==> config.mk <==
export PLATFORM = sky130hd
export DESIGN_NAME = sensor_bus_arbiter
export DESIGN_NICKNAME = d
export VERILOG_FILES = /design/src/rtl/sensor_bus_arbiter.sv
export SDC_FILE = /design/constraint.sdc
export NUM_CORES = 1
export LEC_CHECK = 0
export CAP_MARGIN = 20
export CORE_MARGIN = 2
export CORE_UTILIZATION = 45
export CTS_CLUSTER_SIZE = 24
export DETAILED_ROUTE_END_ITERATION = 10
export PLACE_DENSITY = 0.79
export SLEW_MARGIN = 20
export SYNTH_ARGS = -nofsm -noshare
export SYNTH_HDL_FRONTEND = slang
export SYNTH_SLANG_ARGS = --single-unit
export TNS_END_PERCENT = 1
==> constraint.sdc <==
create_clock -name clk_9600hz -period 2.2 [get_ports clk_9600hz]
set_input_delay 0.44 -clock clk_9600hz [delete_from_list [all_inputs] [get_ports clk_9600hz]]
set_output_delay 0.44 -clock clk_9600hz [all_outputs]
set_load 0.02 [all_outputs]
==> src/rtl/sensor_bus_arbiter.sv <==
// Round-robin arbiter that shares one DHT11 read engine among NUM_REQ requesters.
// Each read is bounded by a timeout, and a guard interval follows every response.
module sensor_bus_arbiter #(
    parameter int NUM_REQ        = 4,
    parameter int ADDR_W         = 5,
    parameter int TIMEOUT_CYCLES = 240,
    parameter int GUARD_CYCLES   = 9600
) (
    input  logic                      clk_9600hz,
    input  logic                      reset,
    input  logic [NUM_REQ-1:0]        req_valid,
    input  logic [NUM_REQ*ADDR_W-1:0] req_addr,
    output logic [NUM_REQ-1:0]        req_ready,
    output logic [ADDR_W-1:0]         sensor_sel,
    output logic                      start_sensor,
    input  logic                      sensor_done,
    input  logic                      sensor_error,
    input  logic [0:39]               sensor_data,
    output logic [NUM_REQ-1:0]        rsp_valid,
    output logic [0:39]               rsp_data,
    output logic                      rsp_error,
    output logic                      rsp_timeout,
    output logic                      busy
);

    localparam int PTR_W = (NUM_REQ > 1) ? $clog2(NUM_REQ) : 1;
    localparam int TMR_W = $clog2(TIMEOUT_CYCLES + 1);
    localparam int GRD_W = $clog2(GUARD_CYCLES + 2);

    localparam logic [1:0] S_IDLE    = 2'd0;
    localparam logic [1:0] S_WAIT    = 2'd1;
    localparam logic [1:0] S_RESPOND = 2'd2;
    localparam logic [1:0] S_GUARD   = 2'd3;

    logic [1:0]         state_q, state_d;
    logic [PTR_W-1:0]   ptr_q, ptr_d;
    logic [PTR_W-1:0]   owner_q, owner_d;
    logic [TMR_W-1:0]   timer_q, timer_d;
    logic [GRD_W-1:0]   guard_q, guard_d;
    logic [NUM_REQ-1:0] req_ready_q, req_ready_d;
    logic               start_sensor_q, start_sensor_d;
    logic [ADDR_W-1:0]  sensor_sel_q, sensor_sel_d;
    logic [NUM_REQ-1:0] rsp_valid_q, rsp_valid_d;
    logic [0:39]        rsp_data_q, rsp_data_d;
    logic               rsp_error_q, rsp_error_d;
    logic               rsp_timeout_q, rsp_timeout_d;
    logic               busy_q, busy_d;

    logic               found;
    logic [PTR_W-1:0]   winner;
    logic [PTR_W:0]     cand;

    // First pending requester at or above ptr, wrapping past NUM_REQ-1.
    always_comb begin
        found  = 1'b0;
        winner = '0;
        cand   = '0;
        for (int i = 0; i < NUM_REQ; i++) begin
            cand = {1'b0, ptr_q} + (PTR_W+1)'(i);
            if (cand >= (PTR_W+1)'(NUM_REQ)) cand = cand - (PTR_W+1)'(NUM_REQ);
            if (!found && req_valid[cand[PTR_W-1:0]]) begin
                found  = 1'b1;
                winner = cand[PTR_W-1:0];
            end
        end
    end

    always_comb begin
        state_d        = state_q;
        ptr_d          = ptr_q;
        owner_d        = owner_q;
        timer_d        = timer_q;
        guard_d        = guard_q;
        req_ready_d    = '0;
        start_sensor_d = 1'b0;
        sensor_sel_d   = sensor_sel_q;
        rsp_valid_d    = '0;
        rsp_data_d     = rsp_data_q;
        rsp_error_d    = rsp_error_q;
        rsp_timeout_d  = rsp_timeout_q;
        case (state_q)
            S_IDLE: begin
                if (found) begin
                    state_d        = S_WAIT;
                    req_ready_d    = NUM_REQ'(1) << winner;
                    start_sensor_d = 1'b1;
                    sensor_sel_d   = req_addr[int'(winner)*ADDR_W +: ADDR_W];
                    owner_d        = winner;
                    ptr_d          = (winner == PTR_W'(NUM_REQ-1)) ? '0 : winner + 1'b1;
                    timer_d        = '0;
                end
            end
            S_WAIT: begin
                // The timer starts counting once the start pulse cycle is over.
                if (!start_sensor_q) timer_d = timer_q + 1'b1;
                if (sensor_done) begin
                    state_d       = S_RESPOND;
                    rsp_valid_d   = NUM_REQ'(1) << owner_q;
                    rsp_data_d    = sensor_data;
                    rsp_error_d   = sensor_error;
                    rsp_timeout_d = 1'b0;
                end else if (!start_sensor_q && timer_q == TMR_W'(TIMEOUT_CYCLES-1)) begin
                    state_d       = S_RESPOND;
                    rsp_valid_d   = NUM_REQ'(1) << owner_q;
                    rsp_data_d    = '0;
                    rsp_error_d   = 1'b1;
                    rsp_timeout_d = 1'b1;
                end
            end
            S_RESPOND: begin
                if (GUARD_CYCLES == 0) begin
                    state_d = S_IDLE;
                end else begin
                    state_d = S_GUARD;
                    guard_d = GRD_W'(GUARD_CYCLES);
                end
            end
            default: begin
                guard_d = guard_q - 1'b1;
                if (guard_q <= GRD_W'(1)) state_d = S_IDLE;
            end
        endcase
        busy_d = (state_d != S_IDLE);
    end

    always_ff @(posedge clk_9600hz or negedge reset) begin
        if (!reset) begin
            state_q        <= S_IDLE;
            ptr_q          <= '0;
            owner_q        <= '0;
            timer_q        <= '0;
            guard_q        <= '0;
            req_ready_q    <= '0;
            start_sensor_q <= 1'b0;
            sensor_sel_q   <= '0;
            rsp_valid_q    <= '0;
            rsp_data_q     <= '0;
            rsp_error_q    <= 1'b0;
            rsp_timeout_q  <= 1'b0;
            busy_q         <= 1'b0;
        end else begin
            state_q        <= state_d;
            ptr_q          <= ptr_d;
            owner_q        <= owner_d;
            timer_q        <= timer_d;
            guard_q        <= guard_d;
            req_ready_q    <= req_ready_d;
            start_sensor_q <= start_sensor_d;
            sensor_sel_q   <= sensor_sel_d;
            rsp_valid_q    <= rsp_valid_d;
            rsp_data_q     <= rsp_data_d;
            rsp_error_q    <= rsp_error_d;
            rsp_timeout_q  <= rsp_timeout_d;
            busy_q         <= busy_d;
        end
    end

    assign req_ready    = req_ready_q;
    assign start_sensor = start_sensor_q;
    assign sensor_sel   = sensor_sel_q;
    assign rsp_valid    = rsp_valid_q;
    assign rsp_data     = rsp_data_q;
    assign rsp_error    = rsp_error_q;
    assign rsp_timeout  = rsp_timeout_q;
    assign busy         = busy_q;

endmodule

==> flow_summary.yaml <==
power_and_ir_drop:
  power_frac_comb_pct: 43.5
  p_leak_nw: 2.37
  power.switching_mw: 2.33
  internal_power_mw: 4.03
  seqPwrFrac_pct: 39.8
  swShare_pct: 36.6
  clockPowerShare_pct: 16.7
  power_density_nw_per_um2: 1200
  irDropWorstVdd_v: 0.000537
synth:
  synthFlopType: "dfrtp_1"
  netlist_instances: 317
  synth.ff_latch_count: 85
  syn_area_sq_um: 3650
  yosysWarnings: 0
  seq_area_frac_synth_pct: 58.2
  avgSynthCellArea_sq_um: 11.5
  synthArstFlopShare_pct: 100
  synth.distinct_cells: 39
  synth_edf_count: 0
  syn_nets: 392
cells_and_area:
  syn_to_final_growth_pct: 45.0
  instances_no_fill: 558
  n_antenna_cell: 0
  nets: 526
  final_common_cell: "clkdlybuf4s50_1"
  final_util_pct: 67.9
  fill_cells: 626
  layout_common_cells: "123 x clkdlybuf4s50_1, 85 x dfrtp_1, 40 x a22o_1"
  drive_above_1_share_pct: 8.11
timing:
  setup_viol: 0
  setup_tns_ns: 0
  tightest_slew_ns: 0.500
  max_freq_mhz: 501
  drv_slew: 0
  slew_headroom_pct: 66.7
  rsz0062_at_grt: "false"
  fin_ws_ns: 0.205
  fin_crit_sh_pct: 90.7
  period_minus_slack_ns: 1.99
  whs_ns: 0.0259
  skew_ns: 0.0154
  hold_viol_final: 0
route:
  drtIter0Drc: 134
  wl_per_cell_um: 15.8
  drc: 0
  first_pass_iters: 4
  via_count: 2970
  via_per_inst: 5.32
  ant_nets: 0
  finalWirelength_um: 8820
setup_path:
  critical_path.max_fanout: 12
  reg2reg_depth: 5
  path_buf_inv: 1
  slowest_delay_ns: 0.56
  cp_cell_sequence: "clkdlybuf4s50_1, nor3b_1, a221o_2, mux2i_1, nor3_1, a211o_1"
  path_class: "input pin to flip-flop"
  critPathLaunchType: "input pin"
  critPathSlowestCell: "clkdlybuf4s50_1"
  crit_required_ns: 2.45
  r2r_end: "sensor_sel[1]"
  arrival_ns: 2.24
  worst_path_dominant_cell_family: "compound AO/OA/AOI/OAI gates"
  timing.rr.start: "ptr_q[1]"
  critPathCaptureType: "flip-flop"
  worst-r2r-setup-slack_ns: 0.32
global_routing:
  grt_pass1_wl_um: 14200
  antenna_found_initial: 0
  grt_max_degree: 46
  grt-ovfl-total: 0
  grt_pass1_vias: 2994
  grtUsageTotal_pct: 20.7
clock_tree:
  cts_made_buffers: 9
  cts_max_level: 3
  cts_max_path_buffers: 2
  post-cts-setup-buffers: 0
  cts_num_sinks: 85
  cts-resized-gates: 0
  cts_tree: "done"
  clk_latency_ns: 0.37
  clk_pin_slew_ns: 0.09
  postCtsHoldBufs: 0
  cts_root_buf: "clkbuf_8"
floorplanning:
  rows: 32
  die_height_um: 94.1
  design.core.area_sq_um: 7810
  start_util_pct: 46.8
  die_x_um: 94.1
  dieArea_sq_um: 8860
  io_pins: 125
placement:
  dp_cells: 542
  gp_congestion: 0.801
  io_buffer_count: 124
  preCtsSetupSlack_ns: -0.169
  hpwl_um: 6470
job:
  cap_violations: 0
worst_hold_path:
  hold_class: "input pin to async pin"
run_status:
  status: "completed"
-- worst max-delay path by stage --
stage,from,endpoint,cells past startpoint
5_1_grt,req_valid[0],sensor_sel[1],6
4_1_cts,req_valid[0],sensor_sel[1],6
3_5_place_dp,req_valid[0],sensor_sel[1],6
2_1_floorplan,req_valid[3],sensor_sel[1],5
6_report,req_valid[0],sensor_sel[1],6
3_3_place_gp,req_valid[0],sensor_sel[2],6
-- per-layer routing --
metal  up-vias  wire, um  track usage, %
met3        16       504            4.82
met2        91      4270            32.7
met5         -         0               0
li1       1406         -               -
met1      1457      3840            27.6
met4         0       199            8.57
-- cells in the mapped netlist (all sizes together), types with 5 or more instances --
cell / n / area [sq um]
a211o: 5 / 43.8
a21oi: 8 / 40.0
a22o: 40 / 350
and2: 6 / 37.5
buf: 5 / 37.5
clkbuf: 12 / 45.0
dfrtp: 85 / 2130
ha: 7 / 87.6
inv: 14 / 52.6
mux2i: 11 / 110
nand2: 16 / 60.1
nand3: 9 / 45.0
nor2: 17 / 63.8
nor3: 15 / 75.1
o21ai: 13 / 65.1
xor2: 9 / 78.8
-- worst register-to-register path: stages, from the launching register on --
cell and delay, ns:
dfrtp_1 0.50, mux2i_1 0.28, a221o_2 0.41, mux2i_1 0.25, nor3_1 0.06, a211o_1 0.27
-- registers in the layout (all words and copies together) (netlist names), 2 cells and up --
| name | flops |
|---|---|
| state_q | 2 |
| timer_q | 8 |
| guard_q | 14 |
| rsp_valid | 4 |
| ptr_q | 2 |
| owner_q | 2 |
| sensor_sel | 5 |
| req_ready | 4 |
| rsp_data | 40 |
-- power groups by stage --
stage	sequential, mW	combinational [mW]	clock, mW
after global placement	2.52	2.71	0
final	2.53	2.77	1.06
after detailed placement	2.55	2.79	0
after CTS	2.52	2.80	1.08
after floorplan	2.99	1.03	0
after global routing	2.61	3.00	1.15
-- per-stage QoR --
step / area (sq um) / power [mW]
2_1_floorplan: 3650 / 4.02
3_3_place_gp: 5110 / 5.23
3_5_place_dp: 5110 / 5.33
4_1_cts: 5300 / 6.40
5_1_grt: 5300 / 6.75
6_report: 5300 / 6.36
-- cells by family after synthesis --
group / count (synthesis) / synth area share, %
flip-flops: 85 / 58.2
AO/OA/AOI/OAI: 83 / 17.7
AND/OR/NAND/NOR: 89 / 12.3
adder cells (fa/ha/maj): 7 / 2.40
buffers and inverters: 31 / 3.70
XOR/XNOR: 11 / 2.64
multiplexers: 11 / 3.01
-- area by class of cell --
type                    instances  area (sq um)  share of cell area (%)
clock buffers                  10           138                    2.60
clock inverters                 6          52.6                   0.992
inverters                      14          52.6                   0.992
multi-input cells             201          1390                    26.3
flip-flops and latches         85          2130                    40.2
well taps                     102           128                    2.41
repair buffers                140          1410                    26.6
Note: power is estimated with default switching activity, not from simulation.
